$ cat config.mk
export PLATFORM = sky130hd
export DESIGN_NAME = nvdla_csb_sequencer
export DESIGN_NICKNAME = d
export VERILOG_FILES = /design/src/rtl/nvdla_csb_sequencer_pkg.sv /design/src/rtl/nvdla_csb_sequencer_cmd_fifo.sv /design/src/rtl/nvdla_csb_sequencer.sv
export SDC_FILE = /design/constraint.sdc
export NUM_CORES = 1
export LEC_CHECK = 0
export BUFFER_PORTS_ARGS = -buffer_cell sky130_fd_sc_hd__buf_4
export CORE_MARGIN = 2
export CORE_UTILIZATION = 45
export DETAILED_ROUTE_END_ITERATION = 7
export MAX_ROUTING_LAYER = met4
export SKIP_LAST_GASP = 1
export SYNTH_ARGS = -nofsm -noshare
export SYNTH_HDL_FRONTEND = slang
export SYNTH_SLANG_ARGS = --single-unit
$ cat constraint.sdc
create_clock -name clk_i -period 5.7 [get_ports clk_i]
set_input_delay 0.57 -clock clk_i [delete_from_list [all_inputs] [get_ports clk_i]]
set_output_delay 0.57 -clock clk_i [all_outputs]
set_load 0.1 [all_outputs]
$ cat src/rtl/nvdla_csb_sequencer_pkg.sv
// Shared types and constants for the NVDLA CSB command sequencer.
package nvdla_csb_sequencer_pkg;

  localparam int NVDLA_CSB_ADDR_W = 16;
  localparam int NVDLA_CSB_DATA_W = 32;
  localparam int NVDLA_CSB_TO_W   = 10;

  localparam logic [NVDLA_CSB_DATA_W-1:0] NVDLA_CSB_TIMEOUT_DATA = 32'hDEAD_BEEF;

  typedef struct packed {
    logic [NVDLA_CSB_ADDR_W-1:0] addr;
    logic [NVDLA_CSB_DATA_W-1:0] wdat;
    logic                        write;
    logic                        nposted;
  } csb_cmd_t;

  typedef enum logic [1:0] {
    IDLE     = 2'd0,
    ISSUE    = 2'd1,
    WAIT_RSP = 2'd2,
    RSP      = 2'd3
  } csb_seq_state_e;

  // Reads and non-posted writes leave a transaction outstanding on the CSB.
  function automatic logic csb_expects_rsp(input csb_cmd_t c);
    return !c.write || c.nposted;
  endfunction

endpackage

$ cat src/rtl/nvdla_csb_sequencer_cmd_fifo.sv
// Command FIFO for the CSB sequencer: head plus the entry behind it are visible so
// back-to-back posted writes can be chained without a bubble.
module nvdla_csb_cmd_fifo
  import nvdla_csb_sequencer_pkg::*;
#(
  parameter int DEPTH = 4
) (
  input  logic                         clk_i,
  input  logic                         rst_i,
  input  logic                         push_i,
  input  logic                         pop_i,
  input  logic                         flush_i,
  input  csb_cmd_t                     data_i,
  output csb_cmd_t                     head_o,
  output csb_cmd_t                     next_o,
  output logic [$clog2(DEPTH+1)-1:0]   count_o,
  output logic                         full_o,
  output logic                         empty_o
);

  localparam int PTR_W = $clog2(DEPTH);
  localparam int CNT_W = $clog2(DEPTH + 1);
  localparam logic [PTR_W-1:0] PTR_ONE = PTR_W'(1);

  csb_cmd_t         mem_q [DEPTH];
  logic [PTR_W-1:0] wr_q;
  logic [PTR_W-1:0] rd_q;
  logic [PTR_W-1:0] rd_nxt;
  logic [CNT_W-1:0] cnt_q;
  logic             do_push;
  logic             do_pop;

  assign full_o  = (cnt_q == CNT_W'(DEPTH));
  assign empty_o = (cnt_q == '0);
  assign count_o = cnt_q;

  // Flush beats both push and pop issued in the same cycle.
  assign do_push = push_i && !full_o && !flush_i;
  assign do_pop  = pop_i && !empty_o && !flush_i;

  assign rd_nxt = rd_q + PTR_ONE;
  assign head_o = mem_q[rd_q];
  assign next_o = mem_q[rd_nxt];

  always_ff @(posedge clk_i) begin
    if (rst_i || flush_i) begin
      wr_q  <= '0;
      rd_q  <= '0;
      cnt_q <= '0;
    end else begin
      if (do_push) wr_q <= wr_q + PTR_ONE;
      if (do_pop)  rd_q <= rd_nxt;
      case ({do_push, do_pop})
        2'b10:   cnt_q <= cnt_q + CNT_W'(1);
        2'b01:   cnt_q <= cnt_q - CNT_W'(1);
        default: cnt_q <= cnt_q;
      endcase
    end
  end

  always_ff @(posedge clk_i) begin
    if (do_push) mem_q[wr_q] <= data_i;
  end

endmodule

$ cat src/rtl/nvdla_csb_sequencer.sv
// Sequences queued HWPE register commands onto the NVDLA csb2nvdla/nvdla2csb port.
// Build option NVDLA_CSB_TIMEOUT_EN adds a response timeout that returns an error response.
module nvdla_csb_sequencer
  import nvdla_csb_sequencer_pkg::*;
#(
  parameter int CMD_DEPTH      = 4,
  parameter int TIMEOUT_CYCLES = 1024
) (
  input  logic                        clk_i,
  input  logic                        rst_i,
  input  logic                        clear_i,
  input  logic                        cmd_valid_i,
  output logic                        cmd_ready_o,
  input  csb_cmd_t                    cmd_i,
  output logic                        rsp_valid_o,
  input  logic                        rsp_ready_i,
  output logic [NVDLA_CSB_DATA_W-1:0] rsp_data_o,
  output logic                        rsp_err_o,
  output logic                        csb2nvdla_valid_o,
  input  logic                        csb2nvdla_ready_i,
  output logic [NVDLA_CSB_ADDR_W-1:0] csb2nvdla_addr_o,
  output logic [NVDLA_CSB_DATA_W-1:0] csb2nvdla_wdat_o,
  output logic                        csb2nvdla_write_o,
  output logic                        csb2nvdla_nposted_o,
  input  logic                        nvdla2csb_valid_i,
  input  logic [NVDLA_CSB_DATA_W-1:0] nvdla2csb_data_i,
  input  logic                        nvdla2csb_wr_complete_i,
  output logic                        busy_o,
  output logic                        spurious_o,
  output csb_seq_state_e              dbg_state_o
);

  // Handshakes (cmd, csb2nvdla, rsp): a transfer happens on a cycle where valid and ready are
  // both high; once raised, valid and its payload stay unchanged until that transfer.

  localparam int CNT_W = $clog2(CMD_DEPTH + 1);

  if (CMD_DEPTH < 2 || (CMD_DEPTH & (CMD_DEPTH - 1)) != 0) begin : g_bad_depth
    $error("nvdla_csb_sequencer: CMD_DEPTH must be a power of 2 and >= 2");
  end
  if (TIMEOUT_CYCLES < 2 || TIMEOUT_CYCLES > (1 << NVDLA_CSB_TO_W)) begin : g_bad_timeout
    $error("nvdla_csb_sequencer: TIMEOUT_CYCLES must fit the timeout counter");
  end

  csb_seq_state_e              state_q, state_d;
  csb_cmd_t                    cmd_q, cmd_d;
  logic                        own_q, own_d;
  logic                        supp_q, supp_d;
  logic [NVDLA_CSB_DATA_W-1:0] rsp_data_q, rsp_data_d;
  logic                        spur_q, spur_d;

  csb_cmd_t                    fifo_head;
  csb_cmd_t                    fifo_next;
  logic [CNT_W-1:0]            fifo_count;
  logic                        fifo_full;
  logic                        fifo_empty;
  logic                        fifo_pop;

  logic                        push_acc;
  logic                        avail_now;
  csb_cmd_t                    cand_now;
  logic                        rem_avail;
  csb_cmd_t                    rem_cand;
  logic                        rd_rsp_ok;
  logic                        wr_rsp_ok;
  logic                        rsp_hit;
  logic                        spur_ev;

`ifdef NVDLA_CSB_TIMEOUT_EN
  localparam logic [NVDLA_CSB_TO_W-1:0] TO_LAST = NVDLA_CSB_TO_W'(TIMEOUT_CYCLES - 1);
  logic [NVDLA_CSB_TO_W-1:0] to_cnt_q, to_cnt_d;
  logic                      rsp_err_q, rsp_err_d;
`endif

  nvdla_csb_cmd_fifo #(
    .DEPTH (CMD_DEPTH)
  ) u_cmd_fifo (
    .clk_i   (clk_i),
    .rst_i   (rst_i),
    .push_i  (cmd_valid_i),
    .pop_i   (fifo_pop),
    .flush_i (clear_i),
    .data_i  (cmd_i),
    .head_o  (fifo_head),
    .next_o  (fifo_next),
    .count_o (fifo_count),
    .full_o  (fifo_full),
    .empty_o (fifo_empty)
  );

  assign push_acc  = cmd_valid_i && !fifo_full && !clear_i;
  // A command arriving into an empty FIFO is forwarded straight into the request register.
  assign avail_now = !fifo_empty || push_acc;
  assign cand_now  = fifo_empty ? cmd_i : fifo_head;

  // Successor after the in-flight head pops; own_q says the head is still a FIFO entry.
  assign rem_avail = own_q ? ((fifo_count >= CNT_W'(2)) || ((fifo_count == CNT_W'(1)) && push_acc))
                           : avail_now;
  assign rem_cand  = own_q ? ((fifo_count >= CNT_W'(2)) ? fifo_next : cmd_i) : cand_now;

  assign rd_rsp_ok = (state_q == WAIT_RSP) && !cmd_q.write;
  assign wr_rsp_ok = (state_q == WAIT_RSP) && cmd_q.write;
  assign rsp_hit   = (rd_rsp_ok && nvdla2csb_valid_i) || (wr_rsp_ok && nvdla2csb_wr_complete_i);
  assign spur_ev   = (nvdla2csb_valid_i && !rd_rsp_ok) || (nvdla2csb_wr_complete_i && !wr_rsp_ok);

  always_comb begin
    state_d    = state_q;
    cmd_d      = cmd_q;
    own_d      = own_q;
    supp_d     = supp_q;
    rsp_data_d = rsp_data_q;
    spur_d     = (spur_q && !clear_i) || spur_ev;
    fifo_pop   = 1'b0;
`ifdef NVDLA_CSB_TIMEOUT_EN
    to_cnt_d   = to_cnt_q;
    rsp_err_d  = rsp_err_q;
`endif
    case (state_q)
      IDLE: begin
        if (!clear_i && avail_now) begin
          state_d = ISSUE;
          cmd_d   = cand_now;
          own_d   = 1'b1;
          supp_d  = 1'b0;
        end
      end
      ISSUE: begin
        if (clear_i) begin
          own_d  = 1'b0;
          supp_d = 1'b1;
        end
        if (csb2nvdla_ready_i) begin
          fifo_pop = own_q;
          own_d    = 1'b0;
          if (csb_expects_rsp(cmd_q)) begin
            state_d = WAIT_RSP;
`ifdef NVDLA_CSB_TIMEOUT_EN
            to_cnt_d = '0;
`endif
          end else if (!clear_i && rem_avail) begin
            cmd_d  = rem_cand;
            own_d  = 1'b1;
            supp_d = 1'b0;
          end else begin
            state_d = IDLE;
          end
        end
      end
      WAIT_RSP: begin
        if (clear_i) supp_d = 1'b1;
        if (rsp_hit) begin
          rsp_data_d = cmd_q.write ? '0 : nvdla2csb_data_i;
          state_d    = (supp_q || clear_i) ? IDLE : RSP;
`ifdef NVDLA_CSB_TIMEOUT_EN
          rsp_err_d  = 1'b0;
        end else if (to_cnt_q == TO_LAST) begin
          rsp_data_d = NVDLA_CSB_TIMEOUT_DATA;
          rsp_err_d  = 1'b1;
          state_d    = (supp_q || clear_i) ? IDLE : RSP;
        end else begin
          to_cnt_d = to_cnt_q + NVDLA_CSB_TO_W'(1);
`endif
        end
      end
      RSP: begin
        if (clear_i) begin
          state_d = IDLE;
        end else if (rsp_ready_i) begin
          if (avail_now) begin
            state_d = ISSUE;
            cmd_d   = cand_now;
            own_d   = 1'b1;
            supp_d  = 1'b0;
          end else begin
            state_d = IDLE;
          end
        end
      end
      default: state_d = IDLE;
    endcase
  end

  always_ff @(posedge clk_i) begin
    if (rst_i) begin
      state_q    <= IDLE;
      cmd_q      <= '0;
      own_q      <= 1'b0;
      supp_q     <= 1'b0;
      rsp_data_q <= '0;
      spur_q     <= 1'b0;
    end else begin
      state_q    <= state_d;
      cmd_q      <= cmd_d;
      own_q      <= own_d;
      supp_q     <= supp_d;
      rsp_data_q <= rsp_data_d;
      spur_q     <= spur_d;
    end
  end

`ifdef NVDLA_CSB_TIMEOUT_EN
  always_ff @(posedge clk_i) begin
    if (rst_i) begin
      to_cnt_q  <= '0;
      rsp_err_q <= 1'b0;
    end else begin
      to_cnt_q  <= to_cnt_d;
      rsp_err_q <= rsp_err_d;
    end
  end
  assign rsp_err_o = rsp_err_q;
`else
  assign rsp_err_o = 1'b0;
`endif

  assign cmd_ready_o         = !fifo_full;
  assign rsp_valid_o         = (state_q == RSP);
  assign rsp_data_o          = rsp_data_q;
  assign csb2nvdla_valid_o   = (state_q == ISSUE);
  assign csb2nvdla_addr_o    = cmd_q.addr;
  assign csb2nvdla_wdat_o    = cmd_q.wdat;
  assign csb2nvdla_write_o   = cmd_q.write;
  assign csb2nvdla_nposted_o = cmd_q.nposted;
  assign busy_o              = (state_q != IDLE) || !fifo_empty;
  assign spurious_o          = spur_q;
  assign dbg_state_o         = state_q;

endmodule
* Word level (Yosys, flattened, before mapping)
Memories as Yosys holds them, arrays and structs flattened. A register that Yosys moved wholly into a read port is not among the register bits.
Cells that the tools add are included.
** Storage, ports and cells
- Register bits after elaboration :: 94
- Bits in writable memories :: 200
- Bits of input ports :: 90
- Output and inout bits :: 90
- Logic and storage cells :: 123
- Memories kept :: 1
** Operators by class
- Add/sub/neg operators :: 4
- Magnitude comparators :: 1
- Eq/ne operators :: 18
- Mux-type cells :: 48
- Reduce and logical (&&, ||, !) cells :: 39
** Memory list
- u_cmd_fifo.mem_q :: words 4, width 50, rd ports 2, clocked after memory_dff 1, wr ports 1, RTL line nvdla_csb_sequencer_cmd_fifo.sv:25 : csb_cmd_t mem_q [DEPTH];
** Operator list (number)
- 50-bit 2-to-1 mux :: 10
- 50-bit case mux with 3 select lines :: 1
- 32-bit 2-to-1 mux :: 1
- 1-bit 2-to-1 mux :: 22
- 2-bit 2-to-1 mux :: 10
- 1-bit logical AND :: 14
- 1-bit logical OR :: 9
- 2-bit by 1-bit != test with 1-bit output (second input constant) :: 4
- 2-bit != test (second input constant) :: 4
- 2-bit case mux with 4 select lines :: 1
- 8-bit AND reduction :: 1
- 2-bit equality test (second input constant) :: 3
- 1-bit zero test :: 6
- 3-bit by 2-bit != test with 1-bit output (second input constant) :: 2
- 3-bit case mux with 2 select lines :: 1
- 6-bit AND reduction :: 1
- 5-bit AND reduction :: 1
- 2-bit by 1-bit adder with 2-bit output (second input constant) :: 2
- 2-bit by 1-bit equality test with 1-bit output (second input constant) :: 2
- 1-bit case mux with 4 select lines :: 1
- 4-bit AND reduction :: 1
- 2-bit nonzero test :: 2
- 3-bit by 1-bit adder with 3-bit output (second input constant) :: 1
- 3-bit by 1-bit equality test with 1-bit output (second input constant) :: 1
- other kinds (9) :: 9

* Logic depth before layout (Yosys ltp)
- Depth after elaboration :: 12
- Depth in mapped cells :: 10
- Mapped depth without buffers :: 9

* By module
From an unflattened synthesis, not the netlist that was laid out.
** Second synthesis, totals
- Cells, all modules :: 921
- Area, all modules :: 13469.2 um^2
** Modules (own cells, without submodules)
- nvdla_csb_cmd_fifo :: times used 1, cells each 381, area each 8947.3 um^2, seq. area each 6185.9 um^2
- nvdla_csb_sequencer :: times used 1, cells each 540, area each 4521.8 um^2, seq. area each 1741.7 um^2

* Worst setup path after synthesis
No wires, ideal clock.
- Path type :: reg2reg
- Start point :: register state_q[0] (netlist: dbg_state_o[0])
- End point :: register u_cmd_fifo.cnt_q[2] (netlist: u_cmd_fifo.count_o[2])
- Library setup time :: 70 ps
- Arrival time :: 3539 ps
- Required time :: 5630 ps
- Setup slack :: 2091 ps
- Stages on the path, launching flop included :: 7
- Path buffers :: 0
- Clock period less this slack :: 3609 ps
- Path through :: dfxtp_1 ha_1 nand2_1 nor4_1 ha_1 or3_1 a21oi_1
** Between the ends
- Longest elaborated chain between the ends :: 6
- Elaborated cells between the ends (all ways) :: 8
- Those cells by class :: eq/ne: 3; mux: 2; reduce/logical: 3
** Ends and longest elaborated chain
- start: declaration :: RTL line nvdla_csb_sequencer.sv:45 : csb_seq_state_e state_q, state_d;
- start signal: assignment :: RTL line nvdla_csb_sequencer.sv:192 : state_q <= state_d;
- 2-bit by 1-bit equality test with 1-bit output (*)
- named net csb2nvdla_valid_o :: RTL line nvdla_csb_sequencer.sv:19 : output logic csb2nvdla_valid_o,
- 1-bit 2-to-1 mux (*) :: RTL line nvdla_csb_sequencer.sv:118 : case (state_q)
- 1-bit logical AND (*) (2 in series) :: RTL line nvdla_csb_sequencer_cmd_fifo.sv:39 : assign do_pop = pop_i && !empty_o && !flush_i;
- named net u_cmd_fifo.do_pop :: RTL line nvdla_csb_sequencer_cmd_fifo.sv:31 : logic do_pop;
- 2-bit by 1-bit equality test with 1-bit output or 2-bit equality test (tied branches) :: RTL line nvdla_csb_sequencer_cmd_fifo.sv:53 : case ({do_push, do_pop})
- 3-bit case mux with 2 select lines or 2-bit nonzero test (tied branches)
- end signal: assignment :: RTL line nvdla_csb_sequencer_cmd_fifo.sv:54 : 2'b10: cnt_q <= cnt_q + CNT_W'(1);
- end signal: assignment :: RTL line nvdla_csb_sequencer_cmd_fifo.sv:55 : 2'b01: cnt_q <= cnt_q - CNT_W'(1);
- end signal: assignment :: RTL line nvdla_csb_sequencer_cmd_fifo.sv:56 : default: cnt_q <= cnt_q;
- end: declaration :: RTL line nvdla_csb_sequencer_cmd_fifo.sv:29 : logic [CNT_W-1:0] cnt_q;
Mark *: on every way through the listed nets, which the timed path passes. The rest lies on a longest branch.
A chain may end at the register's enable or synchronous reset.

* Worst setup path in the final report
- Start point :: register u_cmd_fifo.cnt_q[1] (netlist: u_cmd_fifo.count_o[1])
- End point :: register cmd_q (netlist bit csb2nvdla_wdat_o[19])
** Between the ends
- Longest elaborated chain between the ends :: 10
- Elaborated cells between the ends (all ways) :: 29
- Those cells by class :: order compare: 1; eq/ne: 5; mux: 12; reduce/logical: 11
** Ends and longest elaborated chain
- branches (longest 10 deep; another with 3-bit by 2-bit >= comparator with 1-bit output)
- end signal: assignment :: RTL line nvdla_csb_sequencer.sv:193 : cmd_q <= cmd_d;
- end: declaration :: RTL line nvdla_csb_sequencer.sv:46 : csb_cmd_t cmd_q, cmd_d;
Parallel ways; which one is timed is not known. The select of a mux whose other input is x is not followed.

==> results.cfg <==
[clock_network]
cts_max_path_buffers = 3
postCtsSetupBuffers = 0
clk_latency_ns = 0.56
root_buffer = clkbuf_16
cts-buffers-inserted = 31
cts_resized = 0
cts_tree = yes
clkTransAtPathRegs_ns = 0.06
ctsHoldBuffers = 0
ctsHtreeMaxLevel = 1
cts_num_sinks = 296

[floorplanning]
dieHeight_um = 173.9
fp.dieArea_mm2 = 0.03024
die_x_um = 173.9
core_mm2 = 0.02855
rows = 62
start_util_pct = 45.49
io_pins = 180

[placed_design]
port_buffers = 178
gp_congestion = 0.8269
dpl-instance-area_mm2 = 0.01462
dp_hpwl_um = 17230

[final_layout]
design_area_mm2 = 0.01569
diodes = 0
seqCellArea_mm2 = 0.007940
nFillCells = 2366
nets = 1121
synthToLayoutAreaGrowth_pct = 20.78
multi_input_area_mm2 = 0.004750
final_core_util_pct = 54.95
layout-drive-gt1-share_pct = 34.29

[timing]
post-route-period-util_pct = 59.38
worst_slew_pin_slew_ns = 1.139
whs_ns = 0.2268
maxSlewHeadroom_pct = 24.06
rsz0062_at_grt = false
max_freq_mhz = 295.4
period_minus_slack_ns = 3.385
fin_tns_setup_ns = 0
finalSetupViolations = 0
report.final.slew_viol_count = 0
hold_viol_final = 0
finClkSkew_ns = 0.01005

[grt]
grt_first_pass_wirelength_um = 48820
grt_pass1_vias = 8504
antenna_found_initial = 0
grt_use_total_pct = 21.23
overflow = 0
grt_max_degree = 65

[yosys]
synth.most_common_cell = edfxtp_1
syn-cell-area_mm2 = 0.01299
synth_warnings = 0
synth_enable_flop_cells = 200
synth.area.top_cells = edfxtp_1 (46%), mux4_2 (17%), dfxtp_1 (15%)
yosys.area.top_type_share_pct = 46.24
synth_top_family_by_area = multiplexers
synth-compound-area-share_pct = 8.391
synth-simple-area-share_pct = 8.439
synth.top_cells.by_count = edfxtp_1 (200), mux4_2 (100), dfxtp_1 (96)
syn_inst = 872
synth_area_leader_cell = edfxtp_1
async_reset_ff_share_pct = 0
synth_xor_xnor_area_share_pct = 0.3372
ys.flop_type = edfxtp_1
synth_cell_type_count = 43
synth_adder_area_share_pct = 1.445
ys_seq_area_share_pct = 61.04
syn-num-nets = 977
muxShareOfSynthArea_pct = 17.66
synth_area_per_cell_um2 = 14.89
synth_seq_cells = 296

[worst_setup_path]
r2r_end = csb2nvdla_wdat_o[19]
required_ns = 6.15
crit_fanout = 53
slowest_stage = buf_4
criticalPathCategory = reg -> reg
arrival_ns = 3.83
crit_path_end_kind = flip-flop
r2r_slack_ns = 2.32
r2r-start = u_cmd_fifo.count_o[1]
max_stage_delay_ns = 0.62
ff2ff_path_depth = 9
crit_path_frequent_cell = buf_4
crit_chain = inv_1 -> ha_1 -> nor3b_1 -> o32a_1 -> a2111oi_4 -> buf_4 -> nand2b_2 -> buf_4 -> o32ai_1
startpoint_type = flip-flop

[detailed_routing]
ant_nets = 0
drtIter0Drc = 544
via_per_inst = 5.849
routed-wl-met3_um = 2215
highest_layer = met4
drt_pre_antenna_iters = 5
wl_met2_um = 15270
drc = 0
drt-met1-wl_um = 13640
vias = 8335
drt-total-wl_um = 31600
wl_per_cell_um = 22.17

[min_path]
hp-start = cmd_i[14]
holdCritPathClass = in -> reg
min_path_cells = 1
whs_endpoint = u_cmd_fifo.mem_q[3][14]

[power_and_ir_drop]
seq_power_share_pct = 42.9
p_total_mw = 5.743
p_int_mw = 3.935
p_leak_nw = 5.316
netSwitchingPower_mw = 1.807
sw_frac_of_total_pct = 31.47
combPwrFrac_pct = 20.8
p_clk_share_pct = 36.3
ir_drop_uv = 299.8
p_per_area_mw_per_mm2 = 366.1

[job]
max-cap-violations = 0

[run_status]
status = completed
==> power by group through the flow <==
stage	clock, mW	combinational, mW	sequential, mW
global route	2.21	1.25	2.48
floorplan	0	0.327	3.06
CTS	2.12	1.20	2.46
finish	2.08	1.19	2.46
global placement	0	1.19	2.51
detailed placement	0	1.19	2.51
==> worst max path at each step <==
stage	startpoint	endpoint	cells past startpoint
after floorplan	dbg_state_o[0]	u_cmd_fifo.count_o[2]	6
after detailed placement	u_cmd_fifo.count_o[1]	csb2nvdla_wdat_o[11]	9
final	u_cmd_fifo.count_o[1]	csb2nvdla_wdat_o[19]	9
after CTS	u_cmd_fifo.count_o[1]	csb2nvdla_wdat_o[0]	9
after global placement	u_cmd_fifo.count_o[0]	csb2nvdla_write_o	9
after global routing	u_cmd_fifo.count_o[1]	csb2nvdla_wdat_o[3]	9
==> worst max-delay path, delay by kind of cell, from the launching register on <==
kind	cells	cell delay, ns
buf+inv	3	1.13
fa+ha+maj	1	0.25
simple gates	2	0.25
flops	1	0.46
compound gates	3	1.12
==> placed cells by master, fill, tap and decap left out, drive strengths merged, types with 3 or more instances in the layout <==
cell	netlist	routed
a211oi	3	3
a21oi	39	39
and2	6	6
buf	22	188
bufinv	0	4
clkbuf	55	42
clkinv	0	9
dfxtp	96	96
edfxtp	200	200
ha	15	15
inv	11	12
mux2i	3	3
mux4	100	100
nand2	6	6
nand2b	54	54
nor2	95	95
nor2b	4	4
nor3b	33	33
o21ai	3	3
o22ai	50	50
o32ai	50	50
xor2	3	3
==> flip-flops by register name (all words and copies together) (netlist names), named ones only <==
register             cells
u_cmd_fifo.mem_q       200
csb2nvdla_wdat_o        32
rsp_data_o              32
csb2nvdla_addr_o        16
u_cmd_fifo.count_o       3
dbg_state_o              2
u_cmd_fifo.rd_q          2
u_cmd_fifo.wr_q          2
csb2nvdla_nposted_o      1
csb2nvdla_write_o        1
own_q                    1
spurious_o               1
supp_q                   1
==> kinds of logic (layout without fill, tap and decap cells) <==
logic type	after synthesis	in the layout
AOI/OAI and AO/OA	155	155
adders and majority gates	15	15
and+or+nand+nor	208	208
xor gates and xnor gates	5	5
muxes	104	104
other	1	1
buffers and inverters	88	257
DFF	296	296
==> per-stage QoR <==
stage	setup slack (ns)	cells
after floorplan	2.091	872
after global placement	2.459	1367
after detailed placement	2.369	1367
after CTS	2.342	1425
after global routing	2.074	1425
final	2.315	1425
==> final cells by class <==
type / count / area share [%]
clock buffers: 42 / 5.591
clock inverters: 16 / 1.188
inverters: 11 / 0.2632
multi-input cells: 488 / 30.28
flip-flops and latches: 296 / 50.62
well taps: 384 / 3.063
repair buffers: 188 / 8.997
==> routing by layer <==
metal	vias to the layer above	global-route usage [%]
met4	0	4.447
met2	310	33.42
met3	43	4.057
met1	4243	29.06
met5	-	-
li1	3739	-
Note: power is estimated with default switching activity, not from simulation.
